**config.mk**
```make
export PLATFORM = sky130hd
export DESIGN_NAME = layer_sequencer
export DESIGN_NICKNAME = d
export VERILOG_FILES = /design/src/rtl/layer_sequencer.sv
export SDC_FILE = /design/constraint.sdc
export NUM_CORES = 1
export LEC_CHECK = 0
export BUFFER_PORTS_ARGS = -buffer_cell sky130_fd_sc_hd__buf_2
export CORE_MARGIN = 5
export CORE_UTILIZATION = 35
export DETAILED_ROUTE_END_ITERATION = 16
export PLACE_DENSITY_LB_ADDON = 0.2
export SLEW_MARGIN = 10
export SYNTH_ARGS = -nofsm -noshare
export SYNTH_HDL_FRONTEND = slang
export SYNTH_SLANG_ARGS = --single-unit
```
**constraint.sdc**
```tcl
create_clock -name clk -period 4.71 [get_ports clk]
set_input_delay 0.7065 -clock clk [delete_from_list [all_inputs] [get_ports clk]]
set_output_delay 0.7065 -clock clk [all_outputs]
set_load 0.005 [all_outputs]
```
**src/rtl/layer_sequencer.sv**
```systemverilog
// Training-schedule controller: per sample, issues forward layer tokens 0..LAYER_MAX then
// backward tokens LAYER_MAX-1..0, one outstanding token at a time, each gated by its ack.
module layer_sequencer #(
    parameter int unsigned LAYER_ADDR_WIDTH = 2,
    parameter int unsigned LAYER_MAX        = 2,
    parameter int unsigned SAMPLE_WIDTH     = 10
) (
    input  logic                        clk,
    input  logic                        rst,
    input  logic                        start,
    input  logic [SAMPLE_WIDTH-1:0]     num_samples,
    output logic [LAYER_ADDR_WIDTH-1:0] fw_layer_number,
    output logic                        fw_layer_number_valid,
    input  logic                        fw_layer_number_ready,
    output logic [LAYER_ADDR_WIDTH-1:0] bw_layer_number,
    output logic                        bw_layer_number_valid,
    input  logic                        bw_layer_number_ready,
    input  logic                        fw_ack,
    input  logic                        bw_ack,
    output logic                        busy,
    output logic                        done,
    output logic [SAMPLE_WIDTH-1:0]     samples_done,
    output logic                        protocol_error
);

    localparam logic [LAYER_ADDR_WIDTH-1:0] LAST_FW  = LAYER_ADDR_WIDTH'(LAYER_MAX);
    localparam logic [LAYER_ADDR_WIDTH-1:0] FIRST_BW = LAYER_ADDR_WIDTH'(LAYER_MAX - 1);
    localparam logic [LAYER_ADDR_WIDTH-1:0] LAYER_ONE = LAYER_ADDR_WIDTH'(1);
    localparam logic [SAMPLE_WIDTH-1:0]     SAMPLE_ONE = SAMPLE_WIDTH'(1);

    typedef enum logic [2:0] {
        IDLE     = 3'd0,
        FW_ISSUE = 3'd1,
        FW_WAIT  = 3'd2,
        BW_ISSUE = 3'd3,
        BW_WAIT  = 3'd4,
        FINISH   = 3'd5
    } state_e;

    state_e                      state_q, state_d;
    logic [LAYER_ADDR_WIDTH-1:0] layer_q, layer_d;
    logic [SAMPLE_WIDTH-1:0]     count_q, count_d;
    logic [SAMPLE_WIDTH-1:0]     samples_q, samples_d;
    logic [SAMPLE_WIDTH-1:0]     sample_inc;
    logic [LAYER_ADDR_WIDTH-1:0] fw_tok_q, fw_tok_d;
    logic [LAYER_ADDR_WIDTH-1:0] bw_tok_q, bw_tok_d;
    logic                        fw_valid_q, fw_valid_d;
    logic                        bw_valid_q, bw_valid_d;
    logic                        busy_q, busy_d;
    logic                        done_q, done_d;
    logic                        perr_q, perr_d;

    // State and registered outputs; async reset clears valids without waiting for a clock.
    always_ff @(posedge clk or negedge rst) begin
        if (!rst) begin
            state_q    <= IDLE;
            layer_q    <= '0;
            count_q    <= '0;
            samples_q  <= '0;
            fw_tok_q   <= '0;
            bw_tok_q   <= '0;
            fw_valid_q <= 1'b0;
            bw_valid_q <= 1'b0;
            busy_q     <= 1'b0;
            done_q     <= 1'b0;
            perr_q     <= 1'b0;
        end else begin
            state_q    <= state_d;
            layer_q    <= layer_d;
            count_q    <= count_d;
            samples_q  <= samples_d;
            fw_tok_q   <= fw_tok_d;
            bw_tok_q   <= bw_tok_d;
            fw_valid_q <= fw_valid_d;
            bw_valid_q <= bw_valid_d;
            busy_q     <= busy_d;
            done_q     <= done_d;
            perr_q     <= perr_d;
        end
    end

    assign sample_inc = samples_q + SAMPLE_ONE;

    // Next-state logic; outputs are derived from the next state so they register with it.
    always_comb begin
        state_d   = state_q;
        layer_d   = layer_q;
        count_d   = count_q;
        samples_d = samples_q;

        unique case (state_q)
            IDLE: begin
                if (start && (num_samples != '0)) begin
                    count_d   = num_samples;
                    layer_d   = '0;
                    samples_d = '0;
                    state_d   = FW_ISSUE;
                end
            end
            FW_ISSUE: begin
                if (fw_valid_q && fw_layer_number_ready) begin
                    state_d = FW_WAIT;
                end
            end
            FW_WAIT: begin
                if (fw_ack) begin
                    if (layer_q == LAST_FW) begin
                        layer_d = FIRST_BW;
                        state_d = BW_ISSUE;
                    end else begin
                        layer_d = layer_q + LAYER_ONE;
                        state_d = FW_ISSUE;
                    end
                end
            end
            BW_ISSUE: begin
                if (bw_valid_q && bw_layer_number_ready) begin
                    state_d = BW_WAIT;
                end
            end
            BW_WAIT: begin
                if (bw_ack) begin
                    if (layer_q == '0) begin
                        samples_d = sample_inc;
                        if (sample_inc == count_q) begin
                            state_d = FINISH;
                        end else begin
                            layer_d = '0;
                            state_d = FW_ISSUE;
                        end
                    end else begin
                        layer_d = layer_q - LAYER_ONE;
                        state_d = BW_ISSUE;
                    end
                end
            end
            FINISH: begin
                state_d = IDLE;
            end
            default: begin
                state_d = IDLE;
            end
        endcase

        fw_valid_d = (state_d == FW_ISSUE);
        bw_valid_d = (state_d == BW_ISSUE);
        busy_d     = (state_d != IDLE);
        done_d     = (state_d == FINISH);
        fw_tok_d   = (state_d == FW_ISSUE) ? layer_d : fw_tok_q;
        bw_tok_d   = (state_d == BW_ISSUE) ? layer_d : bw_tok_q;

        // An ack is only legal in its own WAIT state; the handshake cycle does not count.
        perr_d = perr_q
               | (fw_ack && (state_q != FW_WAIT))
               | (bw_ack && (state_q != BW_WAIT));
    end

    assign fw_layer_number       = fw_tok_q;
    assign fw_layer_number_valid = fw_valid_q;
    assign bw_layer_number       = bw_tok_q;
    assign bw_layer_number_valid = bw_valid_q;
    assign busy                  = busy_q;
    assign done                  = done_q;
    assign samples_done          = samples_q;
    assign protocol_error        = perr_q;

endmodule

```
-- Word level (Yosys, flattened, before mapping)
Index checks and enable logic that the tools add are counted.
- $add $sub $neg: 3
- divide/modulo/power cells: 0
- mux-type cells: 20
- reductions and logical operators: 12
- bitwise operators: 2
- shift-type cells: 0
- order comparisons: 0
- $mul: 0
- eq/ne operators: 14
- operators by type and width (cell ; count):
    2-to-1 mux 10 bit ; 3
    2-to-1 mux 3 bit ; 7
    case mux 10 bit (2 select lines) ; 1
    case mux 3 bit (5 select lines) ; 1
    2-to-1 mux 2 bit ; 7
    adder 10 x 1 -> 10 bit, second input constant ; 1
    == test 10 bit ; 1
    nonzero test 10 bit ; 1
    == test 3 x 2 -> 1 bit, second input constant ; 3
    == test 3 x 1 -> 1 bit, second input constant ; 2
    == test 3 bit, second input constant ; 2
    != test 2 bit, second input constant ; 3
    case mux 2 bit (3 select lines) ; 1
    logical AND 1 bit ; 5
    AND reduction 4 bit ; 1
    logical NOT 3 bit ; 1
    != test 3 x 2 -> 1 bit, second input constant ; 1
    != test 3 bit, second input constant ; 1
    nonzero test 3 bit ; 1
    adder 2 x 1 -> 2 bit, second input constant ; 1
    == test 2 bit, second input constant ; 1
    logical NOT 2 bit ; 1
    bitwise OR 1 bit ; 2
    AND reduction 2 bit ; 1
    other kinds (2) ; 2
- memories: 0
- bits in latches: 0
- word-level logic and storage cells: 62
- bits in writable memories: 0
- input port bits: 17
- output and inout bits: 19
- flip-flop bits (word level): 34
- ROM bits: 0

-- Longest topological paths before layout
- depth after elaboration: 7
- depth in mapped cells: 8
- depth with buffers taken out: 7

-- Worst setup path after synthesis
OpenSTA, ideal clock, no wires.
- path type: input-to-reg
- start point: in num_samples[5]
- end point: reg fw_tok_q[0] (netlist: fw_layer_number[0])
- required time: 4.582 ns
- cell stages on the path: 6
- setup time: 0.128 ns
- arrival time: 2.154 ns
- buffers on the path: 0
- slack: 2.428 ns
- cells stage by stage: nor4_1 -> a31oi_4 -> a211o_2 -> nand3b_1 -> a21oi_2 -> mux2_1
- word-level cells in the longest chain between the ends: 5
- elaborated cells between the ends (all ways): 7
- classes of those cells: eq/ne: 1; mux: 4; reduce/logical: 2
- ends and longest elaborated chain (element ; RTL line ; source):
    start, declared ; 11 ; input logic [SAMPLE_WIDTH-1:0] num_samples,
    nonzero test 10 bit ; 93 ; if (start && (num_samples != '0)) begin
    logical AND 1 bit ; 93 ;
    2-to-1 mux 3 bit ; 93 ;
    case mux 3 bit (5 select lines) ; 91 ; unique case (state_q)
    net state_d[0] ; 40 ; state_e state_q, state_d;
    == test 3 x 1 -> 1 bit ; n/a ;
    net fw_valid_d ; 47 ; logic fw_valid_q, fw_valid_d;
    end signal, assigned ; 72 ; fw_tok_q <= fw_tok_d;
    end, declared ; 45 ; logic [LAYER_ADDR_WIDTH-1:0] fw_tok_q, fw_tok_d;
The timed path passes the listed nets, and every way through them passes these cells.
A chain may end at the register's enable or synchronous reset.

-- Worst setup path in the final report
- start point: in num_samples[5]
- end point: reg fw_tok_q[1] (netlist: fw_layer_number[1])
Same word-level chain as after synthesis.

==> out/results.txt <==
Root Driver -> clkbuf_8
# setup viols final -> 0
Post-synth top area cell -> dfrtp_1
Mapped Area -> 0.002009 sq mm
Vias/cell -> 5.348
Worst path required time -> 4.87 ns
H-Tree Depth -> 2
Number of synthesized register bits -> 34
Final HPWL DP -> 3.458 mm
Top-area cell type share of the netlist area -> 42.34%
Sequential share of the synthesized area -> 42.34%
Leak -> 0.001017 uW
Max Fclk -> 404.3 MHz
Crit-path max FO -> 16
Hold wc startpoint -> protocol_error
Pin count of the biggest net entering global routing -> 35
Top post-synthesis cells by area -> dfrtp_1, mux2_2, xnor2_1
Post-synth top cells -> dfrtp_1, nand2_1, o21ai_0
Layout cell share with drive strength beyond 1 -> 27.39%
Starting density of the core -> 36.27%
Primary FF master, synth -> dfrtp_1
Final ANT Viol Nets -> 0
Total GRT Usage -> 13.43%
Placed cell count -> 294
Slowest stage delay, CP -> 0.58 ns
R2r worst-path depth -> 6
Worst-path clk slew -> 0.07 ns
Detailed-route wire length -> 4.621 mm
Reg2Reg Capture Point -> fw_layer_number[1]
Peak VDD IR -> 0.2364 mV
Crit path arrival time -> 2.63 ns
Most frequent cell after synthesis -> dfrtp_1
Origin of the critical flop-to-flop path -> state_q[1]
Hold Vio Cnt, Final -> 0
P&R area growth vs syn -> 14.63%
Final worst-path cycle share -> 52.52%
Setup Skew -> 0.01201 ns
Drt first-iter violations -> 75
Routability cong. -> 0.8465
Register-to-register path setup slack -> 2.24 ns
Die Width -> 85.77 um
Clock sinks -> 34
Post-route cell area -> 0.002303 sq mm
Num CTS Buffers -> 5
Clock Latency Late Sink -> 0.29 ns
DRC viols -> 0
Hold Crit Class -> register to register
Post-CTS Hold Fix Bufs -> 0
Sum of negative setup slack -> 0 ns
Routed vias -> 1615
Setup Fix Bufs, Post-CTS -> 0
Syn Area/Cell -> 10.20 sq um
Power Density -> 464.9 mW/mm^2
Fin. max-slew vios -> 0
CP cell instances -> buf_2 -> nor4_1 -> a31oi_4 -> a211o_2 -> nand3b_1 -> a21oi_2 -> mux2_1
Syn_nets -> 215
TritonRoute pass-1 iters -> 4
EDFF count, synth -> 0
Setup crit end kind -> register
Port bufs -> 35
WHS Endpoint -> protocol_error
Distinct cells, synth -> 62
NumNets Final -> 247
Layout Cells excl Fill -> 302
Num rows -> 27
Number of placed I/O pins -> 36
Initial antenna violation count -> 0
Overflow after GRT -> 0
Clk buf depth -> 2
Startpoint Class -> input pin
Status -> complete, no violations
FFs w/ async S/R, synth -> 100.0%
CP max stage cell -> nor4_1
Crit Path Class -> input pin to register
Maxcap violations -> 0
Tmin final -> 2.474 ns
Die ar. -> 0.007356 sq mm
Die height -> 85.77 um
Warnings from Yosys -> 0
Resize count post-CTS -> 0
# diodes -> 0
CTS tree -> built
CORE AREA -> 0.005540 sq mm
RSZ-0062 raised after global routing -> no
Placed cell area -> 0.002212 sq mm
Routed len/inst -> 15.30 um
WHS -> 0.4615 ns
Hold path depth -> 1
Vias in the first global route -> 1540
Cells after Synth -> 197
Least-Margin Pin Slew -> 0.7640 ns
Slew headroom -> 49.07%
First-pass GRT wire length -> 7.776 mm
-- metal layers --
layer  wire [um]  GRT usage [%]
met2        2031          19.56
met5           0              0
met1        2307          19.30
met3         202          2.978
met4          79          5.180
-- through the flow --
stage	total power, uW	worst slack [ns]	util (%)
final	1071	2.236	41.58
after global routing	1149	2.078	41.58
after CTS	1085	2.193	41.58
after detailed placement	850.9	1.900	39.93
after global placement	849.4	1.950	39.93
after floorplan	738.3	2.428	-
-- worst max-delay path: cells and delay by family --
kind	cells	cell delay, ns
mux	1	0.32
compound gates	3	0.81
buf+inv	1	0.11
simple gates	2	0.68
-- cell families after synthesis --
family	after synthesis	share of synthesized area, %
compound gates	46	16.38
xor+xnor	12	5.230
fa+ha+maj	1	0.6226
buf+inv	16	4.234
flops	34	42.34
mux	15	8.530
simple gates	73	22.66
-- sequential cells by signal, indices dropped and copies added (netlist names) --
register	count
samples_done	10
state_q	3
fw_layer_number	2
done	1
layer_q	2
bw_layer_number	2
bw_layer_number_valid	1
protocol_error	1
fw_layer_number_valid	1
count_q	10
busy	1
-- where the power goes --
group | total [uW] | switching [uW] | internal, uW
logic | 376 | 183 | 193
registers | 469 | 90.7 | 379
clock network | 226 | 108 | 118
-- cell usage in the layout, fill, tap and decap left out, types with 6 or more instances in the layout --
cell type and count:
buf_2 35, clkbuf_8 6, dfrtp_1 34, mux2_2 8, nand2_1 17, nor2_1 8
o21ai_0 12, xnor2_1 8
-- worst max path at each step --
stage	endpoint	from	slack [ns]	cells after the start
CTS	fw_layer_number[1]	num_samples[5]	2.19	7
detailed placement	bw_layer_number[1]	num_samples[5]	1.90	7
global route	fw_layer_number[1]	num_samples[5]	2.08	7
floorplan	fw_layer_number[0]	num_samples[5]	2.43	6
global placement	fw_layer_number[1]	num_samples[5]	1.95	7
finish	fw_layer_number[1]	num_samples[5]	2.24	7
-- final cells by class --
cell class,count,area [sq um]
Inverter,6,22.52
Multi-Input combinational cell,147,1074
Fill cell,569,3237
Clock inverter,1,5.005
Tap cell,72,90.09
Timing Repair Buffer,35,175.2
Clock buffer,7,86.33
Sequential cell,34,850.8
Note: power is estimated with default switching activity, not from simulation.
